## config.mk

```make
export PLATFORM = sky130hd
export DESIGN_NAME = inst_fetch
export DESIGN_NICKNAME = d
export VERILOG_FILES = /design/src/rtl/inst_fetch_pkg.sv /design/src/rtl/fetch_fifo2.sv /design/src/rtl/inst_fetch.sv
export SDC_FILE = /design/constraint.sdc
export NUM_CORES = 1
export LEC_CHECK = 0
export ABC_AREA = 0
export BUFFER_PORTS_ARGS = -buffer_cell sky130_fd_sc_hd__buf_2
export CELL_PAD_IN_SITES_DETAIL_PLACEMENT = 1
export CELL_PAD_IN_SITES_GLOBAL_PLACEMENT = 1
export CORE_MARGIN = 2
export CORE_UTILIZATION = 43
export DETAILED_ROUTE_END_ITERATION = 10
export PLACE_DENSITY = 0.95
export SLEW_MARGIN = 15
export SYNTH_ARGS = -nofsm -noshare
export SYNTH_HDL_FRONTEND = slang
export SYNTH_SLANG_ARGS = --single-unit
```

## constraint.sdc

```tcl
create_clock -name clk -period 6.69 [get_ports clk]
set_input_delay 0.3345 -clock clk [delete_from_list [all_inputs] [get_ports clk]]
set_output_delay 0.3345 -clock clk [all_outputs]
set_load 0.02 [all_outputs]
```

## src/rtl/inst_fetch_pkg.sv

```systemverilog
// rtl/inst_fetch_pkg.sv - shared widths, halt opcode and instruction field positions for the fetch unit
package inst_fetch_pkg;

    localparam int ADDR_W = 8;
    localparam int INST_W = 25;

    localparam logic [4:0] OPC_HALT = 5'b11111;

    // Instruction word layout
    localparam int OPC_MSB  = 24;
    localparam int OPC_LSB  = 20;
    localparam int DEST_MSB = 19;
    localparam int DEST_LSB = 16;
    localparam int SRC1_MSB = 15;
    localparam int SRC1_LSB = 12;
    localparam int SRC2_MSB = 11;
    localparam int SRC2_LSB = 8;
    localparam int IMM_MSB  = 7;
    localparam int IMM_LSB  = 0;

endpackage

```

## src/rtl/fetch_fifo2.sv

```systemverilog
// rtl/fetch_fifo2.sv - two-entry FIFO with same-cycle push/pop and flush
module fetch_fifo2 #(
    parameter int W = 33
) (
    input  logic         clk,
    input  logic         reset,
    input  logic         push_i,
    input  logic         pop_i,
    input  logic         flush_i,
    input  logic [W-1:0] data_i,
    output logic [1:0]   count_o,
    output logic [W-1:0] head_o
);

    logic [1:0]   cnt_q, cnt_d;
    logic [W-1:0] e0_q, e0_d;
    logic [W-1:0] e1_q, e1_d;
    logic         pop_ok, push_ok;

    // Next-state: pop shifts entry1 down first, then push lands in the first free slot
    always_comb begin
        cnt_d   = cnt_q;
        e0_d    = e0_q;
        e1_d    = e1_q;
        pop_ok  = pop_i && (cnt_q != 2'd0);
        push_ok = push_i && ((cnt_q != 2'd2) || pop_ok);
        if (flush_i) begin
            cnt_d = 2'd0;
        end else begin
            if (pop_ok) begin
                e0_d  = e1_q;
                cnt_d = cnt_q - 2'd1;
            end
            if (push_ok) begin
                if (cnt_d == 2'd0) begin
                    e0_d = data_i;
                end else begin
                    e1_d = data_i;
                end
                cnt_d = cnt_d + 2'd1;
            end
        end
    end

    // Storage registers; reset clears entries so the head reads as zero
    always_ff @(posedge clk) begin
        if (reset) begin
            cnt_q <= 2'd0;
            e0_q  <= '0;
            e1_q  <= '0;
        end else begin
            cnt_q <= cnt_d;
            e0_q  <= e0_d;
            e1_q  <= e1_d;
        end
    end

    assign count_o = cnt_q;
    assign head_o  = e0_q;

endmodule

```

## src/rtl/inst_fetch.sv

```systemverilog
// rtl/inst_fetch.sv - instruction fetch unit with redirect, halt detection and 2-entry decode buffer
module inst_fetch #(
    parameter int ADDR_W = inst_fetch_pkg::ADDR_W,
    parameter int INST_W = inst_fetch_pkg::INST_W
) (
    input  logic              clk,
    input  logic              reset,
    output logic              instRead,
    output logic [ADDR_W-1:0] address,
    input  logic [INST_W-1:0] mem_data,
    input  logic              redirect_valid,
    input  logic [ADDR_W-1:0] redirect_pc,
    output logic              out_valid,
    input  logic              out_ready,
    output logic [INST_W-1:0] out_inst,
    output logic [ADDR_W-1:0] out_pc,
    output logic              halted
);
    import inst_fetch_pkg::*;

    localparam int ENT_W = ADDR_W + INST_W;

    logic [ADDR_W-1:0] pc_q, pc_d;
    logic [ADDR_W-1:0] tag_q, tag_d;
    logic              inflight_q, inflight_d;
    logic              halted_q, halted_d;

    logic [1:0]        count;
    logic [ENT_W-1:0]  head;
    logic              pop, push;
    logic [2:0]        occupancy;

    // Handshake, issue and enqueue decisions; redirect overrides everything
    always_comb begin
        pop       = out_valid && out_ready && !redirect_valid;
        occupancy = {1'b0, count} + {2'b00, inflight_q} - {2'b00, pop};
        instRead  = !reset && !halted_q && !redirect_valid && (occupancy <= 3'd1);
        push      = inflight_q && !redirect_valid && !halted_q;
    end

    // Next pc / inflight tag / halt flag
    always_comb begin
        pc_d       = pc_q;
        tag_d      = tag_q;
        inflight_d = 1'b0;
        halted_d   = halted_q;
        if (redirect_valid) begin
            pc_d     = redirect_pc;
            halted_d = 1'b0;
        end else begin
            if (push && (mem_data[OPC_MSB:OPC_LSB] == OPC_HALT)) begin
                halted_d = 1'b1;
            end
            if (instRead) begin
                pc_d       = pc_q + ADDR_W'(1);
                tag_d      = pc_q;
                inflight_d = 1'b1;
            end
        end
    end

    // Fetch state registers
    always_ff @(posedge clk) begin
        if (reset) begin
            pc_q       <= '0;
            tag_q      <= '0;
            inflight_q <= 1'b0;
            halted_q   <= 1'b0;
        end else begin
            pc_q       <= pc_d;
            tag_q      <= tag_d;
            inflight_q <= inflight_d;
            halted_q   <= halted_d;
        end
    end

    fetch_fifo2 #(.W(ENT_W)) u_fifo (
        .clk     (clk),
        .reset   (reset),
        .push_i  (push),
        .pop_i   (pop),
        .flush_i (redirect_valid),
        .data_i  ({tag_q, mem_data}),
        .count_o (count),
        .head_o  (head)
    );

    assign address   = pc_q;
    assign halted    = halted_q;
    assign out_valid = (count != 2'd0);
    assign out_pc    = head[ENT_W-1:INST_W];
    assign out_inst  = head[INST_W-1:0];

endmodule

```

# Word level (Yosys, flattened, before mapping)
# Index checks and enable logic that the tools add are counted.
[totals]
input_bits = 37
elab_cells = 46
ff_bits = 86
[classes]
n_eq_ne = 2
n_bitwise = 2
n_reduce_logical = 20
muxes = 9
add_sub_neg = 5
magnitude_cmp = 1
[ops]
columns = ["operator", "count"]
rows = [
  ["33-bit 2-to-1 mux", 3],
  ["8-bit 2-to-1 mux", 2],
  ["1-bit logical AND", 10],
  ["8-bit by 1-bit adder with 8-bit output (second input constant)", 1],
  ["2-bit 2-to-1 mux", 3],
  ["5-bit equality test (second input constant)", 1],
  ["2-bit nonzero test", 2],
  ["2-bit by 1-bit adder with 3-bit output", 1],
  ["3-bit by 1-bit <= comparator with 1-bit output (second input constant)", 1],
  ["1-bit logical NOT", 3],
  ["3-bit AND reduction", 1],
  ["3-bit by 1-bit subtractor with 3-bit output", 1],
  ["2-bit by 1-bit adder with 2-bit output (second input constant)", 1],
  ["2-bit logical NOT", 1],
  ["2-bit != test (second input constant)", 1],
  ["1-bit inverter", 2],
  ["2-bit AND reduction", 1],
  ["2-bit OR reduction", 1],
  ["2-bit by 1-bit subtractor with 2-bit output (second input constant)", 1],
  ["1-bit logical OR", 1],
  ["1-bit 2-to-1 mux", 1],
]

# Logic depth before layout (Yosys ltp)
[logic_depth]
word_depth = 9
ltp_mapped = 14
mapped_depth_nobuf = 13

# Hierarchy
# From an unflattened synthesis, not the netlist that was laid out.
[hier_totals]
cells_unflattened = 459
hier_area_um2 = 3709.8
[by_module_without_submodules]
columns = ["module", "area_each_um2", "instances", "seq_area_each_um2", "cells_per_inst"]
rows = [
  ["fetch_fifo2", 2811.4, 1, 1361.3, 348],
  ["inst_fetch", 898.4, 1, 360.3, 111],
]

# Worst setup path before layout
# No wires, ideal clock.
[synth_path]
path_kind = "reg2reg"
start = "reg u_fifo.cnt_q[1] (netlist: u_fifo.count_o[1])"
end = "reg pc_q[3] (netlist: address[3])"
n_path_buf = 1
stages_incl_launch_ff = 15
arrival_time_ps = 3170
setup_slack_ps = 3449
setup_time_ps = 70
required_ps = 6620
path_cell_list = "dfxtp_1 inv_1 ha_1 nor3b_2 ha_1 inv_1 ha_1 inv_1 fa_1 nor4b_2 nand2_1 inv_1 clkbuf_1 o21ai_0 a21oi_1"
[synth_via]
elab_chain_len = 7
word_cells_on_any_way = 8
cone_classes = "add/sub: 2; order compare: 1; reduce/logical: 5"
[synth_lines]
columns = ["item", "line_no", "source"]
rows = [
  ["from (decl)", "fetch_fifo2.sv:15", "logic [1:0] cnt_q, cnt_d;"],
  ["from (signal assigned)", "fetch_fifo2.sv:52", "cnt_q <= cnt_d;"],
  ["branches (longest 3 deep; another with 2-bit by 1-bit adder with 3-bit output)", "--", ""],
  ["3-bit by 1-bit subtractor with 3-bit output *", "inst_fetch.sv:36", "occupancy = {1'b0, count} + {2'b00, inflight_q} - {2'b00, pop};"],
  ["3-bit by 1-bit <= comparator with 1-bit output *", "inst_fetch.sv:37", "instRead = !reset && !halted_q && !redirect_valid && (occupancy <= 3'd1);"],
  ["1-bit logical AND *", "inst_fetch.sv:37", ""],
  ["via instRead", "inst_fetch.sv:8", "output logic instRead,"],
  ["2-bit nonzero test (no source line) *", "--", ""],
  ["to (signal assigned)", "inst_fetch.sv:70", "pc_q <= pc_d;"],
  ["to (decl)", "inst_fetch.sv:23", "logic [ADDR_W-1:0] pc_q, pc_d;"],
]
# Mark *: on every way through the listed nets, which the timed path passes.
# A chain may end at the register's enable or synchronous reset.

# Final worst setup path
[layout_path]
start = "reg u_fifo.cnt_q[1] (netlist: u_fifo.count_o[1])"
end = "out instRead"
[layout_via]
elab_chain_len = 6
word_cells_on_any_way = 7
cone_classes = "add/sub: 2; order compare: 1; reduce/logical: 4"
[layout_lines]
columns = ["item", "line_no"]
rows = [
  ["branches (longest 3 deep; another with 2-bit by 1-bit adder with 3-bit output)", "--"],
  ["3-bit by 1-bit subtractor with 3-bit output *", "inst_fetch.sv:36"],
  ["3-bit by 1-bit <= comparator with 1-bit output *", "inst_fetch.sv:37"],
  ["1-bit logical AND *", "inst_fetch.sv:37"],
  ["to (decl)", "inst_fetch.sv:8"],
]
# Mark *: on every way between the ends.

==> results summary <==
The worst setup path is launched from a flip-flop. The standard cell area after detailed placement came out at 4192 um^2. The gate count after technology mapping came out at 431. The cell internal power dissipation came out at 736.2 uW.

Prior to clock tree synthesis, the placed netlist has a worst setup slack of 2724 ps. The first-pass GRT wire length came out at 17.22 mm. The flow ran to the end, and the final reports show no timing, DRC or antenna violations. The number of placement rows came out at 34. The post-route standard cell area excluding fillers is 4389 um^2. The number of antenna-violating nets in the routed design is 0.

The number of antenna violations at the first check in global routing is 0. The commonest non-fill, non-tap cell in the layout is dfxtp_1. The synthesis-to-layout area growth is 16.86%. The weighted congestion at the end of routability-driven global placement came out at 0.8594. After clock tree synthesis, the setup repair step added 0 buffers. The finished layout holds 609 standard cells, fillers aside. The final worst hold slack is 222.2 ps. Using the TritonRoute via totals, the vias-per-cell ratio works out to 5.631. At the end of the flow, the number of nets in the layout was 540. Setup repair after global routing left no endpoint under its margin.

The global route total overflow is 0. The count of different cell masters after synthesis came out at 43. Walking the worst path, the cells encountered are inv_1, ha_1, nor3b_2, ha_1, inv_1, ha_1, inv_1, fa_1, nor4b_2, nand2_1, inv_1, buf_2. The clock latency on the worst-skew pair is 360 ps. Across the run, the number of max-cap violations was 0. Across the VDD grid, the largest voltage drop is 0.0001274 V. The type of the tightest min-delay check is input pin to flip-flop. The worst-case setup margin in the final layout came out at 2315 ps.

The total via count in the routed design is 3429. The number of register bits inferred by synthesis is 86. The setup violation total in the final timing report is 0. The via count of the first global-routing pass is 3566. In the finished design, the share of the clock period the worst path needs comes to 0.6540. The largest net degree at the start of global routing is 91.

The net count after synthesis is 475. The static leakage is 1.686 nW. The number of clock buffers added by TritonCTS is 9. The sequential fraction of design power came out at 0.531. Among all stages on the critical path, the largest delay is contributed by fa_1. The library cells used most frequently in the layout, excluding fill and tap cells, are dfxtp_1 (86), buf_2 (80), nand2_1 (67), nand3_1 (51), nor2_1 (44). The largest incremental delay on the critical path came out at 470 ps. The proportion of power drawn by the clock network came out at 0.363. The fraction of layout cells with a size suffix above 1 is 0.2176. The actual slew at the worst max-slew pin is 866.1 ps. In this run the deepest clock path goes through 2 buffers. The total placed cells including tap cells is 593.

The standard cell core area came out at 8593 um^2. The die width is 97.46 um. The time the final worst path needs with I/O delays and setup came out at 4375 ps.

In this run the clock root is driven by a clkbuf_8. The total wire length after detailed routing is 10.44 mm. In this run the cell area of the synthesized design comes to 3756 um^2. The achievable clock frequency is 0.2286 GHz. The final hold violation count came out at 0. The number of instances resized during post-cts repair came out at 0.

The power density relative to cell area is 230.6 nW/um^2. The setup TNS is 0 ps. The final design utilization came out at 0.5108. The startpoint-to-endpoint class of the critical path is flip-flop to primary output. Measured against its own limit, the worst slew margin works out to 0.4226. The overall die area is 9498 um^2. The number of port buffers is 80. Among the stages of the critical path, the cell type that occurs most often is inv_1.

The capturing element type of the critical path is a primary output. The count of final max-slew check failures came out at 0. The detailed-route wire length per cell came out at 17.14 um. The average size of a mapped cell is 8.715 um^2.

TritonCTS built the clock tree. After clock tree synthesis, the clock-pin slew on the worst setup and hold paths is 90 ps. Data arrives at the worst endpoint at 4040 ps. The CTS sink count came out at 86. Total power for the finished layout comes to 1.012 mW.

The first-pass iteration count of the detailed router is 4. The sequential area share after synthesis is 0.4584. The I/O pin count is 81.

The required time of the critical path came out at 6360 ps. The final HPWL from detailed placement is 7.012 mm. Across every metal layer, demand over resource in global routing totals 0.2218. The DRC violation count after routing came out at 0. The number of DRC markers in iteration 0 is 92.

The antenna diode count came out at 0. The H-tree depth came out at 3. Of the total power, the share spent switching nets is 0.2727. From bottom edge to top edge, the die measures 97.46 um. The final clock skew came out at 14.14 ps. The peak fanout along the critical path came out at 16. The net switching power of the design is 276.0 uW. The combinational group share of total power is 0.106. The quantity of hold-fixing buffers added after cts came out at 0. The number of synthesis warnings came out at 0. The effective utilization at floorplan is 0.4371.
==> kinds of logic after synthesis <==
logic type / count (synthesis) / share of synthesized area
compound gates: 79 / 0.1519
xor+xnor: 3 / 0.006997
fa+ha+maj: 7 / 0.02532
buf+inv: 42 / 0.05263
flops: 86 / 0.4584
mux: 33 / 0.08794
simple gates: 181 / 0.2169
==> Yosys cell counts (all sizes together) <==
library cell  instances  area, um^2
a2111oi               1       27.53
a211o                 2       17.52
a211oi                1       20.02
a21boi                1       7.510
a21o                 10       75.07
a21oi                24       120.1
a22oi                 1       7.510
a2bb2oi               2       17.52
a31oi                 3       18.77
a41oi                 1       8.760
and2                  2       12.51
and4                  1       8.760
buf                  13       88.83
clkbuf               19       71.32
dfxtp                86        1722
fa                    1       20.02
ha                    6       75.07
inv                  10       37.54
mux2i                33       330.3
nand2                67       251.5
nand2b                2       12.51
nand3                51       255.2
nand3b                1       7.510
nand4                 1       6.260
nor2                 46       172.7
nor2b                 1       6.260
nor3                  2       10.01
nor3b                 1       12.51
nor4b                 2       30.03
o211ai               26       195.2
o21ai                 2       10.01
o21bai                1       7.510
o2bb2ai               1       8.760
o311ai                1       8.760
o31a                  1       8.760
o41a                  1       11.26
or3                   2       12.51
or3b                  1       8.760
or4                   1       7.510
xnor2                 2       17.52
xor2                  1       8.760
==> final timing paths <==
| check | startpoint | to | slack, ps | cells past startpoint |
|---|---|---|---|---|
| setup / recovery | u_fifo.count_o[1] | instRead | 2310 | 12 |
| hold / removal | mem_data[2] | u_fifo.e1_q[2] | 220 | 3 |
| setup reg to reg | u_fifo.count_o[1] | address[7] | 2820 | 13 |
| hold reg to reg | u_fifo.head_o[17] | u_fifo.head_o[17] | 460 | 2 |
==> power groups by stage <==
| stage | Sequential [mW] | Combinational, mW | Clock [mW] |
|---|---|---|---|
| 6_report | 0.538 | 0.107 | 0.367 |
| 5_1_grt | 0.540 | 0.116 | 0.392 |
| 4_1_cts | 0.538 | 0.108 | 0.376 |
| 3_5_place_dp | 0.550 | 0.107 | 0 |
| 3_3_place_gp | 0.549 | 0.102 | 0 |
| 2_1_floorplan | 0.561 | 0.0532 | 0 |
==> layer usage <==
| layer | vias to the layer above | wire length [um] | GRT usage |
|---|---|---|---|
| met5 | - | 0 | 0 |
| met4 | 0 | 153 | 0.06838 |
| met3 | 17 | 465 | 0.04532 |
| met2 | 96 | 5120 | 0.3936 |
| met1 | 1689 | 4698 | 0.2696 |
| li1 | 1627 | - | - |
==> cell type report <==
class / instances / area (um^2)
multi-input cells: 303 / 1852
clock inverters: 6 / 70.07
fillers: 1072 / 4204
inverters: 10 / 37.54
repair buffers: 86 / 445.4
well taps: 108 / 135.1
clock buffers: 10 / 127.6
flip-flops and latches: 86 / 1722
==> worst max-delay path: cells and delay by family (launching register included) <==
family / cells / cell delay [ps]
adder cells (fa/ha/maj): 4 / 1190
buffers and inverters: 5 / 850
AND/OR/NAND/NOR: 3 / 1180
flip-flops: 1 / 450
==> state kept, by name, summed over array words and instances (netlist names) <==
name            cells
u_fifo.e1_q        33
u_fifo.head_o      33
address             8
tag_q               8
u_fifo.count_o      2
halted              1
inflight_q          1
No activity file was read; power rests on OpenSTA's default activity.
